<file path="src/rtl/fetch_ras_pkg.sv">
// fetch_ras_pkg: shared fetch constants (branch types, RAS control encodings, RAS sizing).
package fetch_ras_pkg;

  localparam int RAS_DEPTH_DEFAULT = 16;

  typedef enum logic [2:0] {
    BR_NONE = 3'd0,
    BR_COND = 3'd1,
    BR_JAL  = 3'd2,
    BR_JALR = 3'd3,
    BR_CALL = 3'd4,
    BR_RET  = 3'd5
  } br_type_e;

  typedef enum logic [1:0] {
    RAS_NONE    = 2'b00,
    RAS_PUSH    = 2'b01,
    RAS_POP     = 2'b10,
    RAS_POPPUSH = 2'b11
  } ras_ctl_e;

endpackage

</file>
<file path="src/rtl/fetch_ras.sv">
// fetch_ras: return address stack for the f0 fetch stage with single-cycle checkpoint recovery.
module fetch_ras
  import fetch_ras_pkg::*;
#(
  parameter int RAS_DEPTH = RAS_DEPTH_DEFAULT,
  parameter int PTR_W     = $clog2(RAS_DEPTH)
) (
  input  logic             clock,
  input  logic             reset_n,
  input  logic             ras_valid_f0_i,
  input  logic [1:0]       ras_ctl_f0_i,
  input  logic [63:0]      ras_pushpc_f0_i,
  input  logic             ras_recover_i,
  input  logic [PTR_W-1:0] ras_recover_tos_i,
  input  logic [PTR_W:0]   ras_recover_cnt_i,
  input  logic [63:0]      ras_recover_data_i,
  input  logic [1:0]       ras_recover_ctl_i,
  input  logic [63:0]      ras_recover_pc_i,
  output logic [63:0]      ras_target_f0_o,
  output logic             ras_empty_o,
  output logic             ras_full_o,
  output logic [PTR_W-1:0] ras_ckpt_tos_o,
  output logic [PTR_W:0]   ras_ckpt_cnt_o,
  output logic [63:0]      ras_ckpt_data_o
);
  localparam logic [PTR_W:0]   FULL  = (PTR_W+1)'(RAS_DEPTH);
  localparam logic [PTR_W:0]   ONE_C = (PTR_W+1)'(1);
  localparam logic [PTR_W-1:0] ONE_P = PTR_W'(1);
  logic [63:0]      entry [RAS_DEPTH];
  logic [PTR_W-1:0] tos_q, base_tos, tos_d, wr_idx;
  logic [PTR_W:0]   cnt_q, base_cnt, cnt_d;
  logic [1:0]       op;
  logic [63:0]      op_pc;
  logic             wr_en, nonzero;
  assign ras_target_f0_o = entry[tos_q];
  assign ras_empty_o     = cnt_q == '0;
  assign ras_full_o      = cnt_q == FULL;
  assign ras_ckpt_tos_o  = tos_q;
  assign ras_ckpt_cnt_o  = cnt_q;
  assign ras_ckpt_data_o = entry[tos_q];
  // Recovery restores the checkpoint first, then re-applies the branch's own control on top of it.
  always_comb begin
    base_tos = ras_recover_i ? ras_recover_tos_i : tos_q;
    base_cnt = ras_recover_i ? (ras_recover_cnt_i > FULL ? FULL : ras_recover_cnt_i) : cnt_q;
    op       = ras_recover_i ? ras_recover_ctl_i : ras_valid_f0_i ? ras_ctl_f0_i : RAS_NONE;
    op_pc    = ras_recover_i ? ras_recover_pc_i : ras_pushpc_f0_i;
    nonzero  = base_cnt != '0;
    tos_d    = op == RAS_PUSH ? base_tos + ONE_P :
               (op == RAS_POP && nonzero) ? base_tos - ONE_P : base_tos;
    cnt_d    = op == RAS_PUSH ? (base_cnt == FULL ? FULL : base_cnt + ONE_C) :
               (op == RAS_POP && nonzero) ? base_cnt - ONE_C :
               (op == RAS_POPPUSH && !nonzero) ? ONE_C : base_cnt;
    wr_en    = op == RAS_PUSH || op == RAS_POPPUSH;
    wr_idx   = op == RAS_PUSH ? base_tos + ONE_P : base_tos;
  end
  // The re-applied write is issued after the checkpoint restore so a pop-then-push pc wins.
  always_ff @(posedge clock or negedge reset_n) begin
    if (!reset_n) begin
      tos_q <= '0;
      cnt_q <= '0;
      for (int i = 0; i < RAS_DEPTH; i++) entry[i] <= '0;
    end else begin
      tos_q <= tos_d;
      cnt_q <= cnt_d;
      if (ras_recover_i) entry[ras_recover_tos_i] <= ras_recover_data_i;
      if (wr_en) entry[wr_idx] <= op_pc;
    end
  end
endmodule
</file>
<file path="config.mk">
export PLATFORM = sky130hd
export DESIGN_NAME = fetch_ras
export DESIGN_NICKNAME = d
export VERILOG_FILES = /design/src/rtl/fetch_ras_pkg.sv /design/src/rtl/fetch_ras.sv
export SDC_FILE = /design/constraint.sdc
export NUM_CORES = 2
export LEC_CHECK = 0
export CAP_MARGIN = 20
export CELL_PAD_IN_SITES_DETAIL_PLACEMENT = 2
export CELL_PAD_IN_SITES_GLOBAL_PLACEMENT = 2
export CORE_UTILIZATION = 39
export DETAILED_ROUTE_END_ITERATION = 10
export PLACE_DENSITY = 0.77
export SLEW_MARGIN = 10
export SYNTH_ARGS = -nofsm -noshare
export SYNTH_HDL_FRONTEND = slang
export SYNTH_SLANG_ARGS = --single-unit
export TNS_END_PERCENT = 1
</file>
<file path="constraint.sdc">
create_clock -name clock -period 2.8 [get_ports clock]
set_clock_uncertainty 0.05 [all_clocks]
set_input_delay 0.42 -clock clock [delete_from_list [all_inputs] [get_ports clock]]
set_output_delay 0.42 -clock clock [all_outputs]
set_load 0.1 [all_outputs]
</file>
; ---- After elaboration in Yosys (flattened, before gate mapping)
; Index checks and enable logic that the tools add are counted.
[op_classes]
magnitude_cmp = 6
n_reduce_logical = 8
n_mux = 24
add_sub_neg = 4
n_bitwise = 3
eq_ne = 5
[op_table]
columns = cell, n
row1 = $bwmux 1024, 2
row2 = $mux 1024, 2
row3 = $demux 64 s4, 2
row4 = $mux 64, 5
row5 = $bmux 64 s4, 1
row6 = $mux 5, 6
row7 = $mux 4, 4
row8 = $ge 5x5->1 const B, 3
row9 = $not 4->5, 3
row10 = $eq 5x5->1 const B, 2
row11 = $lt 5x1->1 const B, 2
row12 = $add 5x1->5 const B, 1
row13 = $gt 5x5->1 const B, 1
row14 = $logic_not 5->1, 1
row15 = $reduce_bool 5->1, 1
row16 = $sub 5x1->5 const B, 1
row17 = $add 4x1->4 const B, 1
row18 = $eq 2x2->1 const B, 2
row19 = $logic_and 1x1->1, 4
row20 = $mux 2, 2
row21 = $sub 4x1->4 const B, 1
row22 = $eq 2x1->1 const B, 1
row23 = $logic_not 1->1, 1
row24 = $logic_or 1x1->1, 1
[word_totals]
reg_bits = 1033
word_cells = 68
input_bits = 209
out_inout_bits = 139

; ---- Longest topological paths before layout
[depth]
ltp_word = 11
mapped_depth = 12
ltp_nobuf = 8

; ---- Least setup slack after synthesis
; No wires, ideal clock.
[synth_timing]
path_type = register -> output
from = register tos_q[0], in the netlist ras_ckpt_tos_o[0]
to = output ras_target_f0_o[25]
path_buffers = 4
path_stages_with_launch = 7
arrival_ps = 3651
path_slack_ps = -1321
required_time_ps = 2330
path_cell_list = dfrtp_1 -> buf_2 -> buf_2 -> buf_1 -> mux4_2 -> mux4_2 -> buf_4
[synth_between]
elab_chain_cells = 4
[synth_rtl]
columns = item, line
row1 = "start, declared", fetch_ras.sv:30  ; logic [PTR_W-1:0] tos_q, base_tos, tos_d, wr_idx;
row2 = "start signal, assigned", fetch_ras.sv:63  ; tos_q <= tos_d;
row3 = $not 4->5, n/a
row4 = $bmux 64 s4, n/a
row5 = $mux 64 (2 in series), n/a
row6 = "end, declared", fetch_ras.sv:19  ; output logic [63:0] ras_target_f0_o,
; No other way between the ends. The select of a mux whose other input is x is not followed.

; ---- Final worst setup path
[layout_timing]
from = register tos_q[0], in the netlist ras_ckpt_tos_o[0]
to = output ras_ckpt_data_o[15]
[layout_between]
elab_chain_cells = 4
[layout_rtl]
columns = item, line
row1 = $not 4->5 (not written as such), fetch_ras.sv:40  ; assign ras_ckpt_data_o = entry[tos_q];
row2 = $bmux 64 s4, fetch_ras.sv:40
row3 = $mux 64 (not written as such) (2 in series), fetch_ras.sv:40
row4 = "end, declared", fetch_ras.sv:24  ; output logic [63:0] ras_ckpt_data_o
; No other way between the ends. The select of a mux whose other input is x is not followed.

==> summary.md <==
| Metric | Value |
|---|---|
| Cell Count Post-Placement | 6309 |
| Initial Util | 0.3938 |
| GRT Residual Overflow | 0 |
| First-pass GRT wire length | between 300 and 400 mm |
| Die Span Y | 388.8 um |
| Layout cells sized above 1 | 0.2590 |
| H-tree levels | 3 |
| Crit path time final | 3.760 ns |
| All-Layer GR Usage | 0.3345 |
| Drc violations | 0 |
| Routed Antenna Nets | 0 |
| CP startpoint kind | flop |
| Max Clock Freq | ~270 MHz |
| Non-Filler Instances | between 6000 and 7000 |
| Die W | roughly 390 um |
| RSZ-0062 raised after global routing | true |
| Cells after Synth | 4132 |
| Cell Pwr Density | 1348 nW/um2 |
| Yosys warnings | 0 |
| Cell taking the most area after synthesis | dfrtp_1 |
| Post-Route WL | 280.9 mm |
| Final setup TNS | -277.65 ns |
| Wire length on met1 | 106.3 mm |
| Critical path class | flop to output pin |
| CP Max Fanout | 8 |
| Seq/Total Area, Yosys | 0.4429 |
| Clock sink count | 1033 |
| IO Pins | roughly 350 |
| Nature of the critical path endpoint | output pin |
| Final setup vio count | 1107 |
| Crit path required time | roughly 2.3 ns |
| Antenna violations before repair | 16 |
| CP arrival | about 3.3 ns |
| Worst-Skew Late Latency | 0.78 ns |
| Synthesized area | 58360 um2 |
| DR vias | 43733 |
| Average size of a mapped cell | 14.12 um2 |
| Net Sw Power | 45970 uW |
| Net Sw Frac | 0.4708 |
| Setup ws final | -0.9600 ns |
| Nets | 4720 |
| Clock share of power | 0.168 |
| Hold Crit Class | input pin to async pin |
| Slew Viols, Final | 0 |
| Placed Instance Area | 67960 um2 |
| Syn Nets | 4345 |
| Top_reg_cell synth | dfrtp_1 |
| First-pass DRT Iterations | 5 |
| Synth top cells by count | mux2i_1, dfrtp_1, mux4_2, clkbuf_1, buf_2 |
| Utilization after layout | 0.4890 |
| Final Instance Area | 72470 um2 |
| Ordered list of cells on the worst path | buf_16 > buf_12 > buf_12 > mux4_2 > mux4_2 > buf_12 |
| Area contributors post-synth | dfrtp_1, mux2i_1, mux4_2, buf_6, buf_4 |
| Leakage | 0.03672 uW |
| Violated checks | setup timing |
| Tcrit/Tclk final | 1.343 |
| Most common cell in the netlist | mux2i_1 |
| I/O Buffers | 347 |
| Max IR drop VDD | 1.670 mV |
| Clock transition at path regs | 0.07 ns |
| Internal | 51680 uW |
| Final GP Congestion | 0.8036 |
| Hold_ws | 0.2027 ns |
| Clock buffer depth | 3 |
| Wire length on met2 | 136.2 mm |
| Register share of total power | 0.297 |
| Die ar. | 151200 um2 |
| Largest net degree at the start of global routing | 91 |
| Number of synthesized flops with an enable pin | 0 |
| Core area | 148200 um2 |
| #FFs+latches synth | 1033 |
| Vias in the first global route | roughly 50000 |
| Num CTS Buffers | 115 |
| Logic pwr share | 0.536 |
| Area grow syn2layout | 24.17% |
| CTS root buf | clkbuf_16 |
| Status | complete, but fails checks |
| Worst Max-Slew Pin Slew | 1.064 ns |
| Worst slew margin relative to its limit | 0.2881 |
| Crit-path slowest cell | mux4_2 |
| Fill cells | ~13000 |
| Top-area cell type share of the netlist area | 0.4429 |
| DR vias/cell | 6.689 |
| Wire per inst | 42.96 um |
| # rows | 141 |
| Delay of the slowest critical-path stage | 0.63 ns |
| DR top layer | met5 |
| Detail Route met3 WL | 19.82 mm |
| Final hold vios | 0 |
| Netlist cell types | 64 |
| First-iteration detailed-routing DRC count | between 4000 and 5000 |
| Detailed placement HPWL | 144.2 mm |
| Async SR Flop Fraction | 1.000 |
| CTS tree | built |
| Max Cap Viol | 0 |
| Cell mode on critical path | buf_12 |
worst max-delay path, delay by kind of cell, from the launching register on:
family | cells | cell delay, ns
mux | 2 | 1.19
buf+inv | 4 | 0.74
flops | 1 | 0.55
repair_timing:
action,in CTS,in global routing
pin swaps,4,7
hold endpoints to repair,30,0
resized for setup,62,76
cloned,1,0
setup endpoints to repair,1074,1148
hold buffers,1,0
setup buffers,7,2
path summary, 6_finish.rpt:
check,start,to,slack [ns],cells after the start
worst max-delay path,ras_ckpt_tos_o[0]$_DFF_PN0_,ras_ckpt_data_o[15],-0.96,6
worst min-delay path,reset_n,ras_ckpt_cnt_o[2]$_DFF_PN0_,0.20,2
worst max register to register,ras_ckpt_tos_o[0]$_DFF_PN0_,entry[62]$_DFF_PN0_,-0.49,11
worst min register to register,entry[363]$_DFF_PN0_,entry[363]$_DFF_PN0_,0.52,2
max in group asynchronous,reset_n,entry[939]$_DFF_PN0_,1.37,4
min in group clock,ras_recover_i,ras_ckpt_tos_o[0]$_DFF_PN0_,0.23,4
logic make-up (layout without fill, tap and decap cells):
kind of cell	Yosys count	in the layout	synth area share
multiplexers	2440	2440	0.4873
flip-flops	1033	1033	0.4429
buffers and inverters	508	970	0.05150
AND/OR/NAND/NOR	80	80	0.009134
AO/OA/AOI/OAI	63	63	0.007718
adder cells (fa/ha/maj)	4	4	0.0008576
XOR/XNOR	4	4	0.0006004
other	0	14	0
state kept, by name, summed over array words and instances, names as in the netlist:
signal	cells
ras_ckpt_cnt_o	5
entry	1024
ras_ckpt_tos_o	4
cell usage in the layout, fill, tap and decap left out, types with 7 or more instances in the layout:
cell type / Yosys / layout
buf_12: 0 / 306
buf_4: 94 / 216
buf_6: 79 / 23
clkbuf_1: 169 / 27
clkbuf_16: 0 / 117
clkbuf_8: 0 / 27
clkdlybuf4s50_1: 0 / 206
clkinv_2: 0 / 17
dfrtp_1: 1033 / 1029
diode_2: 0 / 14
mux2i_1: 2117 / 2033
mux2i_2: 2 / 79
mux2i_4: 0 / 7
mux4_2: 320 / 320
nand2_1: 14 / 13
nor2_1: 8 / 8
nor2_4: 9 / 9
o21ai_0: 8 / 8
o21ai_4: 0 / 16
power by group through the flow:
| stage | sequential (uW) | combinational, uW | clock, uW |
|---|---|---|---|
| after floorplan | 25300 | 35900 | 0 |
| after global placement | 26300 | 46200 | 0 |
| after detailed placement | 27200 | 48100 | 0 |
| after CTS | 28000 | 50400 | 16100 |
| after global routing | 29200 | 53300 | 16800 |
| final | 29000 | 52300 | 16400 |
routing by layer:
metal / up-vias / track usage
met3: 1079 / 0.05789
met5: - / 0
met4: 8 / 0.1773
met1: 23844 / 0.4147
li1: 16183 / -
met2: 2619 / 0.5579
final cells by class:
cell class                 count  area (um2)  share of cell area
clock inverter                33       369.1            0.005093
clock buffer                 171        3401             0.04693
timing repair buffer         757       10180              0.1405
multi-input combinational   2591       30170              0.4163
antenna                       14       35.03           0.0004834
inverter                       9       33.78           0.0004662
sequential                  1033       25860              0.3569
tap                         1930        2415             0.03332
metrics by stage:
stage | setup WS (ns) | power [uW]
after global placement | -0.5407 | 72510
final | -0.9600 | 97650
after CTS | -0.9145 | 94420
after detailed placement | -0.6915 | 75310
after global routing | -0.9499 | 99330
after floorplan | -0.3449 | 61230
Note: power is estimated with default switching activity, not from simulation.
